### src/rtl/icache_fill_responder.sv
// Direct-mapped instruction cache with a two-state line-fill engine.
// Hits return the word combinationally; misses stall fetch while a full line streams in from main memory.
module icache_fill_responder #(
    parameter int WORDS_PER_LINE = 8,
    parameter int NUM_SETS       = 32
) (
    input  logic        clk,
    input  logic        rst,
    input  logic [15:0] fetch_addr,
    input  logic        fetch_en,
    input  logic        flush,
    output logic [15:0] instr,
    output logic        miss_stall,
    output logic [15:0] mem_addr,
    output logic        mem_rd,
    input  logic [15:0] mem_rdata,
    input  logic        mem_rvalid
);

    localparam int OFF_W = $clog2(WORDS_PER_LINE);
    localparam int IDX_W = $clog2(NUM_SETS);
    localparam int TAG_W = 16 - 1 - OFF_W - IDX_W;
    localparam logic [OFF_W-1:0] LAST_WORD = OFF_W'(WORDS_PER_LINE - 1);

    typedef enum logic {
        IDLE,
        FILL
    } state_t;

    state_t state, state_nxt;

    logic [OFF_W-1:0] off;
    logic [IDX_W-1:0] idx;
    logic [TAG_W-1:0] tag;
    logic             addr_unused;

    assign off         = fetch_addr[OFF_W:1];
    assign idx         = fetch_addr[OFF_W+IDX_W:OFF_W+1];
    assign tag         = fetch_addr[15:OFF_W+IDX_W+1];
    assign addr_unused = fetch_addr[0];

    logic [NUM_SETS-1:0] valid;
    logic [TAG_W-1:0]    tag_arr  [NUM_SETS];
    logic [15:0]         data_arr [NUM_SETS][WORDS_PER_LINE];

    logic [15:0]      base_q;
    logic [IDX_W-1:0] idx_q;
    logic [TAG_W-1:0] tag_q;
    logic [OFF_W-1:0] issue_cnt;
    logic [OFF_W-1:0] recv_cnt;
    logic             issue_done;
    logic             discard;

    logic hit;
    logic fill_start;
    logic fill_last;

    assign hit = fetch_en && (state == IDLE) && valid[idx] && (tag_arr[idx] == tag);

    // NOTE: every output of this block gets a default first so no path leaves a latch behind.
    always_comb begin
        state_nxt  = state;
        miss_stall = fetch_en && !hit;
        instr      = hit ? data_arr[idx][off] : 16'h0000;
        mem_rd     = 1'b0;
        mem_addr   = 16'h0000;
        fill_start = 1'b0;
        fill_last  = 1'b0;
        case (state)
            IDLE: begin
                if (fetch_en && !hit) begin
                    state_nxt  = FILL;
                    fill_start = 1'b1;
                end
            end
            FILL: begin
                mem_rd = !issue_done;
                if (!issue_done) begin
                    mem_addr = base_q + 16'({issue_cnt, 1'b0});
                end
                if (mem_rvalid && (recv_cnt == LAST_WORD)) begin
                    fill_last = 1'b1;
                    state_nxt = IDLE;
                end
            end
            default: state_nxt = IDLE;
        endcase
    end

    // NOTE: sequential state is written with <= so every register samples pre-edge values.
    always_ff @(posedge clk or posedge rst) begin
        if (rst) begin
            state <= IDLE;
        end else begin
            state <= state_nxt;
        end
    end

    always_ff @(posedge clk or posedge rst) begin
        if (rst) begin
            valid      <= '0;
            base_q     <= 16'h0000;
            idx_q      <= '0;
            tag_q      <= '0;
            issue_cnt  <= '0;
            recv_cnt   <= '0;
            issue_done <= 1'b0;
            discard    <= 1'b0;
        end else begin
            if (fill_start) begin
                base_q     <= {fetch_addr[15:OFF_W+1], {(OFF_W+1){1'b0}}};
                idx_q      <= idx;
                tag_q      <= tag;
                issue_cnt  <= '0;
                recv_cnt   <= '0;
                issue_done <= 1'b0;
                discard    <= 1'b0;
            end
            if (state == FILL) begin
                if (!issue_done) begin
                    issue_cnt <= issue_cnt + 1'b1;
                    if (issue_cnt == LAST_WORD) begin
                        issue_done <= 1'b1;
                    end
                end
                if (mem_rvalid) begin
                    recv_cnt <= recv_cnt + 1'b1;
                end
                if (flush) begin
                    discard <= 1'b1;
                end
            end
            // Flush wins over the miss invalidation; a flush on the final fill edge still discards.
            if (flush) begin
                valid <= '0;
            end else if (fill_start) begin
                valid[idx] <= 1'b0;
            end
            if (fill_last) begin
                valid[idx_q] <= !(discard || flush);
            end
        end
    end

    // NOTE: tag and data storage carry no reset; the valid bits alone decide whether they are trusted.
    always_ff @(posedge clk) begin
        if ((state == FILL) && mem_rvalid) begin
            data_arr[idx_q][recv_cnt] <= mem_rdata;
        end
        if (fill_last) begin
            tag_arr[idx_q] <= tag_q;
        end
    end

endmodule
### config.mk
export PLATFORM = sky130hd
export DESIGN_NAME = icache_fill_responder
export DESIGN_NICKNAME = d
export VERILOG_FILES = /design/src/rtl/icache_fill_responder.sv
export SDC_FILE = /design/constraint.sdc
export NUM_CORES = 2
export LEC_CHECK = 0
export BUFFER_PORTS_ARGS = -buffer_cell sky130_fd_sc_hd__buf_2
export CAP_MARGIN = 30
export CORE_MARGIN = 8
export CORE_UTILIZATION = 52
export CTS_CLUSTER_SIZE = 24
export DETAILED_ROUTE_END_ITERATION = 10
export PLACE_DENSITY = 0.73
export SLEW_MARGIN = 25
export SYNTH_ARGS = -nofsm -noshare
export SYNTH_HDL_FRONTEND = slang
export SYNTH_MEMORY_MAX_BITS = 65536
export SYNTH_SLANG_ARGS = --single-unit
### constraint.sdc
create_clock -name clk -period 7.8 [get_ports clk]
set_input_delay 0 -clock clk [delete_from_list [all_inputs] [get_ports clk]]
set_output_delay 0 -clock clk [all_outputs]
set_load 0.05 [all_outputs]
# After elaboration in Yosys (flattened, before gate mapping)
# Memory sizes are Yosys's and may differ from the RTL's.
# Cells that the tools add are included.
[classes]
add_sub_neg = 3
mul = 0
div = 0
order_cmp = 7
n_eq_ne = 3
n_shift = 0
n_mux = 42
n_bitwise = 5
n_reduce_logical = 13
[op_table]
columns = ["cell", "count"]
rows = [
  ["$mux W128", 1],
  ["$mux W16", 6],
  ["$mux W32", 3],
  ["$bmux W16 S3", 1],
  ["$demux W16 S3", 1],
  ["$and A32 B32 Y32", 1],
  ["$bwmux W32", 1],
  ["$not A32 Y32", 1],
  ["$mux W1", 19],
  ["$mux W3", 6],
  ["$add A16 B4 Y16", 1],
  ["$lt A5 B6 Y1 const B", 2],
  ["$demux W1 S5", 2],
  ["$ge A5 B1 Y1 const B", 2],
  ["$logic_and A1 B1 Y1", 9],
  ["$ge A4 B4 Y1 const B", 2],
  ["$not A3 Y4", 2],
  ["$eq A7 B7 Y1", 1],
  ["$add A3 B1 Y3 const B", 2],
  ["$eq A3 B3 Y1 const B", 2],
  ["$bmux W1 S5", 1],
  ["$lt A4 B1 Y1 const B", 1],
  ["$logic_not A1 Y1", 3],
  ["$pmux W1 S2", 1],
  ["2 further kinds", 2],
]
[word_totals]
register_bits = 65
latch_bits = 0
mem_bits_rw = 4320
rom_bits = 0
in_bits = 37
out_inout_bits = 34
word_cells = 84
n_memories = 2
[memory_table]
columns = ["name", "depth", "word_bits", "rd", "rd_ports_with_merged_regs", "wr", "line_no", "text"]
rows = [
  ["data_arr", 32, 128, 1, 0, 1, "44", "logic [15:0] data_arr [NUM_SETS][WORDS_PER_LINE];"],
  ["tag_arr", 32, 7, 1, 0, 1, "43", "logic [TAG_W-1:0] tag_arr [NUM_SETS];"],
]

# Depth between registers and ports, before layout
[logic_depth]
ltp_word = 12
depth_mapped = 16
depth_no_buf = 8

# Least setup slack after synthesis
# Ideal clock, no wire load.
[synth_path]
path_kind = "input-to-output"
from = "input fetch_addr[4]"
to = "output instr[10]"
t_arrival_ns = 4.102
t_required_ns = 7.800
setup_slack_ns = 3.698
cell_stages = 11
n_path_buf = 3
path_cell_list = "buf_2 -> or4b_1 -> clkbuf_1 -> o22ai_1 -> nor4_1 -> and3_1 -> or4_4 -> nor4_4 -> nand2_2 -> buf_4 -> nor4_1"
[synth_between]
elab_chain_len = 5
elab_cells_between_ends = 11
classes_between = "1 x eq/ne; 6 x mux; 2 x reduce/logical; 2 x memory"
[synth_lines]
columns = ["item", "line_no", "text"]
rows = [
  ["start, declared", "9", "input logic [15:0] fetch_addr,"],
  ["$mem_v2 Z32 W128 or $bmux W1 S5 (tied branches)", "--", ""],
  ["$bmux W16 S3 or $mux W1 (tied branches)", "64, 58", ""],
  ["$mux W16 (implied by the code) or $logic_and A1 B1 Y1 (tied branches) (2 in a row)", "64, 58", ""],
  ["$mux W16 *", "64", "instr = hit ? data_arr[idx][off] : 16'h0000;"],
  ["end, declared", "12", "output logic [15:0] instr,"],
]
# Every way passes the cells marked *; elsewhere a longest branch is shown, timed or not. The select of a mux whose other input is x is not followed.

# Worst setup path after layout
[layout_path]
from = "input fetch_addr[6]"
to = "output instr[1]"
# The elaborated chain is that of the path after synthesis.

==> flow_metrics.py <==
metrics = {
    "layout": {
        "fin_nets": 8186,
        "syn2layout_area_growth_pct": 13.15,
        "design_area_um2": 191200,
        "instances_no_fill": 12819,
        "drive_gt1_share_pct": 28.83,
    },
    "detailed_routing": {
        "drtPass1Iterations": 9,
        "drc": 4,
        "drtAntennaViolNets": 0,
        "num_vias": 85591,
        "via_per_inst": 6.677,
        "initialDrtViolationCount": 13208,
        "routed_wl_um": 448800,
        "wire_per_inst_um": 35.01,
    },
    "setup_path": {
        "end_kind": "output port",
        "reg2reg_slack_ns": 3.73,
        "critical-path-slowest-cell": "or2_2",
        "startpoint_type": "input pin",
        "worst-path-max-fanout": 42,
        "crit_buf_inv": 5,
        "critical_path.top_delay_family": "simple AND/OR/NAND/NOR gates",
        "worstSetupPathType": "input pin to output port",
        "r2r_cells": 11,
        "crit_chain": "dlygate4sd3_1, buf_6, buf_4, or2_2, buf_4, nor2_1, a31oi_1, nor2_1, nor4_1, nor3_1, a21oi_1, and4b_1, buf_2",
        "arrival_ns": 6.01,
        "required_ns": 7.80,
        "slowest_delay_ns": 0.89,
        "path_depth": 13,
    },
    "global_routing": {
        "antenna_found_initial": 29,
        "grt_max_degree": 146,
        "grt_pass1_wl_um": 633600,
        "grt_usage_pct": 25.73,
        "grt_pass1_vias": 84924,
        "gr-total-overflow": 0,
    },
    "synth": {
        "synth_common_cells": "edfxtp_1 (4320), mux4_2 (1086), nor2_1 (403), mux2i_1 (211), o22ai_1 (196)",
        "syn_area_per_cell_um2": 22.05,
        "synth_nets": 7702,
        "synth_edf_count": 4320,
        "synthCells": 7661,
        "syn_area_um2": 169000,
        "synth_flop_cell": "edfxtp_1",
        "synth.most_common_cell": "edfxtp_1",
        "ys_warn_count": 0,
        "synth_top_cell_area_share_pct": 76.78,
        "synth_top_cell_by_area": "edfxtp_1",
        "synth_area_leaders": "edfxtp_1 (77%), mux4_2 (14%), mux2i_1 (1.3%), nor2_1 (0.90%), dfrtp_1 (0.78%)",
        "synth-seq-cells": 4373,
        "postSynth.asyncResetShare_pct": 1.212,
        "yosysUniqueCellTypes": 76,
        "seq_area_frac_synth_pct": 77.57,
    },
    "die": {
        "ios": 71,
        "die_area_um2": 343400,
        "fp.dieH_um": 586.0,
        "rows": 209,
        "die_w_um": 586.0,
        "core_um2": 323700,
        "start_util_pct": 52.19,
    },
    "sta": {
        "grt_setup_unrepaired": "no",
        "setup_tns_ns": 0,
        "finalCritPeriodShare_pct": 77.10,
        "finalHoldViolations": 0,
        "final_max_slew_viol_count": 0,
        "clock_skew_ns": 0.06747,
        "slew_headroom_pct": 22.65,
        "tightest_slew_ns": 1.151,
        "setup_viol": 0,
        "max_freq_mhz": 166.3,
        "post-route-min-period_ns": 6.014,
    },
    "pwr": {
        "power_density_nw_per_um2": 262.9,
        "ir_worst_vdd_mv": 0.3330,
        "p_leak_uw": 0.05981,
    },
    "clock_tree": {
        "post_cts_buffers": 0,
        "cts_tree": "done",
        "clock_latency_ns": 0.98,
        "clk_pin_slew_ns": 0.06,
        "ctsResizeCount": 0,
        "numCtsBuffers": 412,
        "clock_path_buffers": 4,
        "ctsHoldBuffers": 49,
        "htreeDepth": 5,
        "clock_sinks": 4373,
        "root_buffer": "clkbuf_16",
    },
    "place": {
        "hpwl_um": 261600,
        "portBuffers": 68,
        "place_congestion": 0.8731,
        "place_area_um2": 177000,
        "dpl.cell_count": 11989,
    },
    "worst_hold_path": {
        "hold_class": "input pin to register",
        "hold_depth": 2,
    },
    "run_status": {
        "status": "complete, but fails checks",
        "violations": "design-rule violations",
    },
    "run": {
        "maxCapViolations": 0,
    },
}
[registers in the layout (all words and copies together) (netlist names)]
signal / cells
issue_cnt: 3
idx_q: 4
tag_arr: 224
recv_cnt: 3
issue_done: 1
valid: 32
state: 1
tag_q: 7
base_q: 1
discard: 1
data_arr: 4096
[where the power goes]
part / switching (uW) / internal (uW) / leakage (uW)
Sequential: 263 / 26300 / 0.0395
Combinational: 2660 / 1150 / 0.0138
Clock: 8720 / 11200 / 0.00649
[final timing paths]
kind	from	end
worst max-delay path	fetch_addr[6]	instr[1]
worst min-delay path	mem_rdata[8]	data_arr[13][56]$_DFFE_PP_
worst max register to register	tag_arr[15][6]$_DFFE_PP_	valid[26]$_DFF_PP0_
worst min register to register	issue_done$_DFF_PP0_	issue_done$_DFF_PP0_
max in group asynchronous	rst	valid[17]$_DFF_PP0_
min in group asynchronous	rst	issue_cnt[0]$_DFF_PP0_
[cell usage in the layout (no fill, tap or decap), types with 12 or more instances in the layout]
cell	netlist	layout
buf_8	0	34
mux2i_1	211	211
and2_1	19	19
clkinv_1	1	104
a211o_1	17	17
a2111oi_0	19	16
a21oi_1	69	69
mux4_2	1086	1086
o221ai_1	35	35
nor2_1	403	281
nor2b_1	19	18
inv_1	18	17
buf_4	57	310
nor3_1	29	25
clkbuf_1	171	67
dlygate4sd3_1	0	49
a22oi_1	12	12
nand2_1	177	154
nor2_2	0	76
buf_12	0	27
nand3_1	16	13
nor2_4	0	46
a211oi_1	31	31
bufinv_16	0	39
diode_2	0	24
mux2_2	114	114
o22ai_1	196	196
buf_6	2	39
clkbuf_8	0	19
a311oi_1	17	17
a221oi_1	24	24
dfrtp_1	53	50
nand2_2	1	19
clkbuf_16	0	416
buf_2	170	50
edfxtp_1	4320	4320
o21ai_0	91	91
a31oi_1	43	43
nor4_1	29	27
clkinv_2	0	67
[per-layer routing]
| layer | global-route usage, % | up-vias | wire length (um) | share of wire, % |
|---|---|---|---|---|
| li1 | - | 33393 | - | - |
| met1 | 34.57 | 44856 | 158700 | 35 |
| met2 | 39.91 | 6236 | 211300 | 47 |
| met3 | 6.634 | 1096 | 54340 | 12 |
| met4 | 12.14 | 10 | 24130 | 5.4 |
| met5 | 0 | - | 311 | 0.069 |
[final cells by class]
type / instances / area [um^2]
Timing Repair Buffer: 527 / 4892
Sequential cell: 4373 / 131100
Tap cell: 4325 / 5411
Clock inverter: 247 / 2511
Inverter: 20 / 77.57
Multi-Input combinational cell: 2811 / 36380
Antenna cell: 24 / 60.06
Clock buffer: 492 / 10790
Fill cell: 22054 / 132600
[cell families after synthesis]
kind of cell | share of synthesized area [%]
buffers and inverters | 1.321
other | 0.002220
adders and majority gates | 0.02962
AOI/OAI and AO/OA | 2.503
muxes | 16.57
and+or+nand+nor | 2.007
DFF | 77.57
[stage by stage]
stage / total power, uW / hold WS, ns / worst slack, ns / utilization [%]
3_5_place_dp: 30690 / 0.2391 / 2.374 / 54.67
3_3_place_gp: 30460 / 0.2298 / 2.196 / 54.32
6_report: 50260 / 0.1187 / 1.786 / 59.05
5_1_grt: 51310 / 0.1134 / 1.649 / 59.03
2_1_floorplan: 28780 / 0.09887 / 3.698 / -
4_1_cts: 50280 / 0.08136 / 1.732 / 58.93
Power figures use the tool's default switching activity.
